## config.mk

```make
export PLATFORM = sky130hd
export DESIGN_NAME = ldl_round_req
export DESIGN_NICKNAME = d
export VERILOG_FILES = /design/src/rtl/ldl_round_pkg.sv /design/src/rtl/ldl_round_age_cell.sv /design/src/rtl/ldl_round_req.sv
export SDC_FILE = /design/constraint.sdc
export NUM_CORES = 1
export LEC_CHECK = 0
export BUFFER_PORTS_ARGS = -buffer_cell sky130_fd_sc_hd__buf_2
export CAP_MARGIN = 25
export CORE_MARGIN = 1.5
export CORE_UTILIZATION = 58
export CTS_CLUSTER_DIAMETER = 150
export CTS_CLUSTER_SIZE = 12
export DETAILED_ROUTE_END_ITERATION = 10
export PLACE_DENSITY_LB_ADDON = 0.08
export SYNTH_ARGS = -nofsm -noshare
export SYNTH_HDL_FRONTEND = slang
export SYNTH_SLANG_ARGS = --single-unit
```

## constraint.sdc

```tcl
create_clock -name clk -period 2.7 [get_ports clk]
set_input_delay 0.135 -clock clk [delete_from_list [all_inputs] [get_ports clk]]
set_output_delay 0.135 -clock clk [all_outputs]
set_load 0.005 [all_outputs]
```

## src/rtl/ldl_round_pkg.sv

```systemverilog
// rtl/ldl_round_pkg.sv - shared types and helpers for the round-robin requester
package ldl_round_pkg;

    localparam int LDL_BIN_WIDTH = 3;
    localparam int LDL_COS_WIDTH = 2;
    localparam int LDL_REQ_WIDTH = 1 << LDL_BIN_WIDTH;
    localparam int LDL_AGE_WIDTH = 4;

    typedef logic [LDL_COS_WIDTH-1:0] cos_t;
    typedef logic [LDL_AGE_WIDTH-1:0] age_t;
    typedef logic [LDL_BIN_WIDTH-1:0] bin_t;

    function automatic bin_t onehot2bin(input logic [LDL_REQ_WIDTH-1:0] hot);
        bin_t b;
        b = '0;
        for (int i = 0; i < LDL_REQ_WIDTH; i++) begin
            if (hot[i]) begin
                b = b | bin_t'(i);
            end
        end
        return b;
    endfunction

    function automatic cos_t cos_inc_sat(input cos_t c);
        return (c == '1) ? c : c + cos_t'(1);
    endfunction

endpackage

```

## src/rtl/ldl_round_age_cell.sv

```systemverilog
// rtl/ldl_round_age_cell.sv - one port's pending slot with starvation aging
module ldl_round_age_cell
    import ldl_round_pkg::*;
#(
    parameter int AGE_WIDTH = 4,
    parameter int AGE_LIMIT = 15
) (
    input  logic clk,
    input  logic rst_n,
    input  logic i_accept,
    input  logic i_take,
    input  cos_t i_cos,
    output logic o_pend,
    output cos_t o_base_cos,
    output cos_t o_eff_cos,
    output logic o_aged
);

    logic                 r_pend;
    cos_t                 r_base_cos;
    cos_t                 r_eff_cos;
    logic [AGE_WIDTH-1:0] r_age;
    logic                 r_aged;

    // accept has priority over take so a reissue on the granting cycle reloads the slot
    always_ff @(posedge clk or negedge rst_n) begin
        if (!rst_n) begin
            r_pend     <= 1'b0;
            r_base_cos <= '0;
            r_eff_cos  <= '0;
            r_age      <= '0;
            r_aged     <= 1'b0;
        end else if (i_accept) begin
            r_pend     <= 1'b1;
            r_base_cos <= i_cos;
            r_eff_cos  <= i_cos;
            r_age      <= '0;
            r_aged     <= 1'b0;
        end else if (i_take) begin
            r_pend <= 1'b0;
            r_age  <= '0;
            r_aged <= 1'b0;
        end else if (r_pend) begin
            if (r_age == AGE_WIDTH'(AGE_LIMIT - 1)) begin
                r_age     <= '0;
                r_eff_cos <= cos_inc_sat(r_eff_cos);
                r_aged    <= 1'b1;
            end else begin
                r_age <= r_age + AGE_WIDTH'(1);
            end
        end
    end

    assign o_pend     = r_pend;
    assign o_base_cos = r_base_cos;
    assign o_eff_cos  = r_eff_cos;
    assign o_aged     = r_aged;

endmodule

```

## src/rtl/ldl_round_req.sv

```systemverilog
// rtl/ldl_round_req.sv - requester front end for the priority round-robin arbiter
module ldl_round_req
    import ldl_round_pkg::*;
#(
    parameter int BIN_WIDTH = LDL_BIN_WIDTH,
    parameter int COS_WIDTH = LDL_COS_WIDTH,
    parameter int REQ_WIDTH = 1 << BIN_WIDTH,
    parameter int AGE_WIDTH = LDL_AGE_WIDTH,
    parameter int AGE_LIMIT = 15
) (
    input  logic                           clk,
    input  logic                           rst_n,
    input  logic [REQ_WIDTH-1:0]           in_vld,
    input  logic [REQ_WIDTH*COS_WIDTH-1:0] in_cos,
    output logic [REQ_WIDTH-1:0]           in_rdy,
    output logic [REQ_WIDTH-1:0]           arb_req,
    output logic [REQ_WIDTH*COS_WIDTH-1:0] arb_cos,
    input  logic                           arb_ack,
    input  logic [REQ_WIDTH-1:0]           arb_hot,
    output logic                           gnt_vld,
    output logic [BIN_WIDTH-1:0]           gnt_bin,
    output logic [COS_WIDTH-1:0]           gnt_cos,
    output logic                           gnt_aged,
    output logic                           err
);

    logic [REQ_WIDTH-1:0] w_pend;
    logic [REQ_WIDTH-1:0] w_aged;
    logic [REQ_WIDTH-1:0] w_take;
    logic [REQ_WIDTH-1:0] w_accept;
    cos_t                 w_base_cos [REQ_WIDTH];
    logic                 w_hot_onehot;
    logic                 w_hot_pending;
    logic                 w_ack_ok;
    logic                 w_ack_bad;
    bin_t                 w_bin;

    logic                 r_gnt_vld;
    bin_t                 r_gnt_bin;
    cos_t                 r_gnt_cos;
    logic                 r_gnt_aged;
    logic                 r_err;

    // a grant is only honoured when it names exactly one port that actually holds a request
    assign w_hot_onehot  = (arb_hot != '0) && ((arb_hot & (arb_hot - REQ_WIDTH'(1))) == '0);
    assign w_hot_pending = (arb_hot & ~w_pend) == '0;
    assign w_ack_ok      = arb_ack & w_hot_onehot & w_hot_pending;
    assign w_ack_bad     = arb_ack & ~(w_hot_onehot & w_hot_pending);
    assign w_take        = w_ack_ok ? arb_hot : '0;
    assign w_bin         = onehot2bin(arb_hot);

    assign in_rdy   = ~w_pend | w_take;
    assign w_accept = in_vld & in_rdy;
    assign arb_req  = w_pend;

    for (genvar g = 0; g < REQ_WIDTH; g++) begin : g_cell
        ldl_round_age_cell #(
            .AGE_WIDTH (AGE_WIDTH),
            .AGE_LIMIT (AGE_LIMIT)
        ) u_cell (
            .clk        (clk),
            .rst_n      (rst_n),
            .i_accept   (w_accept[g]),
            .i_take     (w_take[g]),
            .i_cos      (in_cos[g*COS_WIDTH +: COS_WIDTH]),
            .o_pend     (w_pend[g]),
            .o_base_cos (w_base_cos[g]),
            .o_eff_cos  (arb_cos[g*COS_WIDTH +: COS_WIDTH]),
            .o_aged     (w_aged[g])
        );
    end

    always_ff @(posedge clk or negedge rst_n) begin
        if (!rst_n) begin
            r_gnt_vld  <= 1'b0;
            r_gnt_bin  <= '0;
            r_gnt_cos  <= '0;
            r_gnt_aged <= 1'b0;
            r_err      <= 1'b0;
        end else begin
            r_gnt_vld <= w_ack_ok;
            if (w_ack_ok) begin
                r_gnt_bin  <= w_bin;
                r_gnt_cos  <= w_base_cos[w_bin];
                r_gnt_aged <= w_aged[w_bin];
            end
            if (w_ack_bad) begin
                r_err <= 1'b1;
            end
        end
    end

    assign gnt_vld  = r_gnt_vld;
    assign gnt_bin  = r_gnt_bin;
    assign gnt_cos  = r_gnt_cos;
    assign gnt_aged = r_gnt_aged;
    assign err      = r_err;

endmodule

```

# After elaboration in Yosys (flattened, before gate mapping)
# Index checks and enable logic that the tools add are counted.
dict set report op_classes {
  addsub 17
  n_mul 0
  div_mod_pow 0
  n_lt_le_gt_ge 2
  eq_ne 32
  shift 0
  muxes 133
  bitwise 11
  n_reduce_logical 60
}
# op n
set ops {}
lappend ops {{4-bit two-way mux} 32}
lappend ops {{2-bit two-way mux} 44}
lappend ops {{1-bit two-way mux} 50}
lappend ops {{2-bit nonzero test} 24}
lappend ops {{3-bit nonzero test} 16}
lappend ops {{4-bit by 1-bit adder with 4-bit output (second input constant)} 8}
lappend ops {{4-bit == test (second input constant)} 8}
lappend ops {{4-bit AND reduction} 8}
lappend ops {{8-bit bitwise AND} 3}
lappend ops {{2-bit by 1-bit adder with 2-bit output (second input constant)} 8}
lappend ops {{2-bit == test (second input constant)} 8}
lappend ops {{8-bit zero test} 2}
lappend ops {{2-bit by 1-bit != test with 1-bit output (second input constant)} 8}
lappend ops {{2-bit != test (second input constant)} 8}
lappend ops {{2-bit AND reduction} 8}
lappend ops {{3-bit two-way mux} 4}
lappend ops {{8-bit two-way mux} 1}
lappend ops {{8-bit NOT} 1}
lappend ops {{8-bit OR} 1}
lappend ops {{8-bit nonzero test} 1}
lappend ops {{8-bit by 1-bit subtractor with 8-bit output (second input constant)} 1}
lappend ops {{2-bit binary-select mux with 3-bit select} 1}
lappend ops {{1-bit bitwise AND} 4}
lappend ops {{4-bit greater-or-equal comparator (second input constant)} 1}
lappend ops {{5 further kinds} 5}
dict set report word_totals {
  reg_bits 88
  latchBits 0
  ram_bits 0
  rom_bits 0
  out_inout_bits 40
  wordCells 300
  mem_count 0
}

# Depth between registers and ports, before layout
dict set report logic_depth {
  word_depth 11
  depth_mapped 9
  mapped_depth_nobuf 7
}

# By module
# From an unflattened synthesis, not the netlist that was laid out.
dict set report hier_totals {
  cells_unflattened 504
  hier_area_um2 4984.8
}
# module instances cells_per_inst area_per_inst_um2
set modules_own_cells {}
lappend modules_own_cells {{ldl_round_age_cell at g_cell[0].u_cell ...} 7 50 495.5}
lappend modules_own_cells {ldl_round_req 1 106 1021.0}
lappend modules_own_cells {{ldl_round_age_cell at g_cell[7].u_cell} 1 48 495.5}

# Worst setup path before layout
# No wires, ideal clock.
dict set report synth_timing {
  path_type {reg-to-reg}
  start {register g_cell[4].u_cell.r_pend}
  end {register g_cell[2].u_cell.r_base_cos[0]}
  setup_ns 0.125
  t_arrival_ns 2.279
  required_ns 2.575
  path_slack_ns 0.296
  stages_incl_launch_ff 8
  path_buffers 1
  cell_sequence {dfrtp_1 buf_2 nand2b_1 o2111ai_1 a211oi_4 o211ai_2 a21boi_2 mux2_2}
}
dict set report synth_via {
  elab_chain_len 7
}
# element line_no
set synth_rtl {}
lappend synth_rtl {{start, declared} ldl_round_age_cell.sv:19} ;# logic r_pend;
lappend synth_rtl {{start signal, assigned} ldl_round_age_cell.sv:28} ;# r_pend <= 1'b0;
lappend synth_rtl {{start signal, assigned} ldl_round_age_cell.sv:34} ;# r_pend <= 1'b1;
lappend synth_rtl {{start signal, assigned} ldl_round_age_cell.sv:40} ;# r_pend <= 1'b0;
lappend synth_rtl {{8-bit NOT} ldl_round_req.sv:46} ;# assign w_hot_pending = (arb_hot & ~w_pend) == '0;
lappend synth_rtl {{8-bit bitwise AND} ldl_round_req.sv:46}
lappend synth_rtl {{8-bit zero test} ldl_round_req.sv:46}
lappend synth_rtl {{1-bit bitwise AND} ldl_round_req.sv:47} ;# assign w_ack_ok = arb_ack & w_hot_onehot & w_hot_pending;
lappend synth_rtl {{8-bit two-way mux} ldl_round_req.sv:49} ;# assign w_take = w_ack_ok ? arb_hot : '0;
lappend synth_rtl {{8-bit OR} ldl_round_req.sv:52} ;# assign in_rdy = ~w_pend | w_take;
lappend synth_rtl {{8-bit bitwise AND} ldl_round_req.sv:53} ;# assign w_accept = in_vld & in_rdy;
lappend synth_rtl {{end signal, assigned} ldl_round_age_cell.sv:35} ;# r_base_cos <= i_cos;
lappend synth_rtl {{end, declared} ldl_round_age_cell.sv:20} ;# cos_t r_base_cos;
# Every way passes these cells.
# A chain may end at the register's enable or synchronous reset.

# Worst setup path in the final report
dict set report layout_timing {
  start {input arb_hot[0]}
  end {output in_rdy[6]}
}
dict set report layout_via {
  elab_chain_len 8
  word_cells_on_any_way 11
}
# element line_no
set layout_rtl {}
lappend layout_rtl {{start, declared} ldl_round_req.sv:19} ;# input logic [REQ_WIDTH-1:0] arb_hot,
lappend layout_rtl {{8-bit by 1-bit subtractor with 8-bit output} ldl_round_req.sv:45} ;# assign w_hot_onehot = (arb_hot != '0) && ((arb_hot & (arb_hot - REQ_WIDTH'(1))) == '0);
lappend layout_rtl {{8-bit bitwise AND} ldl_round_req.sv:45}
lappend layout_rtl {{8-bit zero test} ldl_round_req.sv:45}
lappend layout_rtl {{1-bit logical AND} ldl_round_req.sv:45}
lappend layout_rtl {{1-bit bitwise AND} ldl_round_req.sv:47}
lappend layout_rtl {{1-bit bitwise AND *} ldl_round_req.sv:47}
lappend layout_rtl {{8-bit two-way mux *} ldl_round_req.sv:49}
lappend layout_rtl {{8-bit OR *} ldl_round_req.sv:52}
lappend layout_rtl {{end, declared} ldl_round_req.sv:15} ;# output logic [REQ_WIDTH-1:0] in_rdy,
# Mark *: on every way between the ends. The rest lies on a longest branch, timed or not.

==> run summary <==
Power Dens Cells: 820.7 nW/um^2
Die Y: 98.39 um
CP cell instances: buf_2, or4_4, xnor2_1, a32o_1, buf_4, o211ai_1, nand2_1, buf_2
status: finished, final reports clean
final WL: 12480 um
Fin. Hold Viols: 0
post-DR vias/cell: 6.047
Area contributors post-synth: dfrtp_1, ha_1, a21oi_1, nand2b_1, nand2_1
drt pass-1 iters: 5
Storage cell area: 2202 sq um
cell row count: 34
final core utilization: 69.57%
internal power: 3192 uW
VDD IR max: 459.8 uV
clk slew on worst S/H paths: 0.10 ns
Async SR Flop Fraction: 100.0%
Clock Skew: 0.01705 ns
sequential area share after synthesis: 41.73%
commonest cells after routing, fill and taps aside: dfrtp_1, buf_2, nand2_1, a21oi_1, nor2_1
leading cell type in the layout, fill and taps excluded: dfrtp_1
sequential power share: 45.7%
clock share of power: 20.4%
core area: 8763 sq um
number of synthesized register bits: 88
worst path required time: 2.57 ns
Hold Slack: 0.01552 ns
RSZ-0062 raised after global routing: no
critical path startpoint category: input pin
post-cts hold buffer count: 7
synth warn: 0
initial antenna violation count: 0
Yosys top cell by area: dfrtp_1
DR vias: 4614
gpl congestion: 0.9434
number of enable flip-flop cells after synthesis: 0
Worst setup EP type: output port
number of placed I/O pins: 75
I/O Buffers: 74
Post-CTS Setup Bufs: 0
final instance area: 6097 sq um
ANT nets after route: 0
Syn Inst Count: 568
CTS root buf: clkbuf_8
total global routing overflow: 0
Die ar.: 9681 sq um
worst slew pin tran: 0.5657 ns
CTS tree: yes
DR WL/cell: 16.36 um
die extent in x: 98.39 um
Max Cap Viol: 0
top-area cell type share of the netlist area: 41.73%
Post-CTS Resized: 0
Main synth FF type: dfrtp_1
CTS Sinks: 88
CTS Buf Count: 9
CTS Buffer Depth: 2
initial core utilization: 60.22%
placed cell area: 5806 sq um
Leak: 0.002824 uW
CP max-delay cell: or4_4
Antenna Cells: 0
total track usage: 27.08%
Post-route DRC: 0
Switching Fraction: 36.21%
vias in the first global route: 4387
synthesized net count: 627
Setup TNS: 0 ns
Iter 0 DRT Violations: 200
Comb pwr share: 33.9%
Final Setup Violations: 0
Area growth syn-to-layout: 15.53%
max frequency: 396.0 MHz
worst rel slew slack: 62.29%
Detailed Place HPWL: 9336 um
Largest stage delay, worst path: 0.59 ns
first-pass GRT wire length: 21120 um
Tcrit/Tclk final: 93.52%
Mapped Avg Cell Area: 9.291 sq um
largest net degree at the start of global routing: 47
H-tree depth: 3
max-slew violation count: 0
Crit path arrival time: 2.39 ns
layout cells sized above 1: 21.22%
number of fill cells in the layout: 694
Mapped Area: 5278 sq um
multi-input logic area: 2816 sq um
Worst path top cell family by delay: compound AO/OA/AOI/OAI gates
HP Class: in2reg
Switching Power: 1812 uW
CP Class: in2out
CP Max Fanout: 9
clk_lat worst skew: 0.37 ns
minimum clock period: 2.525 ns
Layout Nets: 709
Netlist cell types: 70
Worst path most repeated cell: buf_2
worst path bufs/invs: 3
flip-flops by register name, indices dropped and copies added (netlist names):
signal / flops
g_cell.u_cell.r_age: 32
g_cell.u_cell.o_eff_cos: 16
g_cell.u_cell.o_pend: 8
gnt_aged: 1
gnt_cos: 2
g_cell.u_cell.o_aged: 8
gnt_vld: 1
g_cell.u_cell.o_base_cos: 16
gnt_bin: 3
err: 1
logic make-up (layout without fill, tap and decap cells):
| group | count (synthesis) | count (layout) | synth area share [%] |
|---|---|---|---|
| multiplexers | 21 | 21 | 4.433 |
| XOR/XNOR | 3 | 3 | 0.4980 |
| AND/OR/NAND/NOR | 208 | 208 | 19.84 |
| adder cells (fa/ha/maj) | 24 | 24 | 5.690 |
| AO/OA/AOI/OAI | 166 | 166 | 22.66 |
| buffers and inverters | 58 | 145 | 5.145 |
| flip-flops | 88 | 88 | 41.73 |
Yosys cell counts (5+ instances only):
library cell / n
a22o_1: 6
nand4_1: 12
buf_4: 10
and3_1: 6
o21ai_0: 31
a21oi_1: 44
nor2b_1: 5
mux2_2: 7
nand2_1: 53
ha_1: 24
a211oi_1: 10
a31oi_1: 5
clkbuf_1: 13
nor2_1: 41
inv_1: 25
buf_2: 7
nand2b_1: 35
mux2i_1: 5
mux2_1: 8
and2_1: 7
a22oi_1: 13
dfrtp_1: 88
nand3_1: 27
metal layers:
layer | up-vias | part of all wire [%] | routed length, um | GRT usage [%]
met1 | 2231 | 46 | 5695 | 38.33
li1 | 2231 | - | - | -
met4 | 0 | 2.9 | 358 | 11.48
met3 | 28 | 4.8 | 597 | 4.152
met5 | - | 0 | 0 | 0
met2 | 124 | 47 | 5829 | 41.73
power groups by stage:
stage	Combinational, uW	Sequential, uW	Clock [uW]
after floorplan	1210	2190	0
after global placement	1600	2270	0
after detailed placement	1690	2300	0
after CTS	1710	2280	1040
after global routing	1960	2370	1080
final	1690	2290	1020
through the flow:
stage / cells / power (uW) / setup slack [ns]
4_1_cts: 763 / 5033 / 0.2019
6_report: 763 / 5004 / 0.1749
2_1_floorplan: 568 / 3401 / 0.2959
3_5_place_dp: 740 / 3996 / 0.1828
5_1_grt: 763 / 5417 / 0.04522
3_3_place_gp: 740 / 3872 / 0.2514
final cells by class:
type / count / area share (%)
Tap cell: 108 / 2.216
Clock buffer: 12 / 2.380
Multi-Input combinational cell: 422 / 46.19
Inverter: 25 / 1.539
Timing Repair Buffer: 104 / 10.30
Sequential cell: 88 / 36.12
Clock inverter: 4 / 1.252
worst paths after layout:
kind	from	endpoint	slack (ns)	cells after the start
hold / removal	in_cos[15]	g_cell[7].u_cell.o_base_cos[1]$_DFFE_PN0N_	0.02	2
max in group asynchronous	rst_n	g_cell[3].u_cell.r_age[2]$_DFFE_PN0P_	1.76	3
setup reg to reg	g_cell[3].u_cell.o_pend$_DFFE_PN0P_	g_cell[6].u_cell.o_base_cos[0]$_DFFE_PN0P_	0.44	7
setup / recovery	arb_hot[0]	in_rdy[6]	0.17	8
hold reg to reg	err$_DFFE_PN0P_	err$_DFFE_PN0P_	0.45	1
min in group asynchronous	rst_n	g_cell[1].u_cell.o_eff_cos[1]$_DFFE_PN0P_	0.30	2
Power figures use the tool's default switching activity.
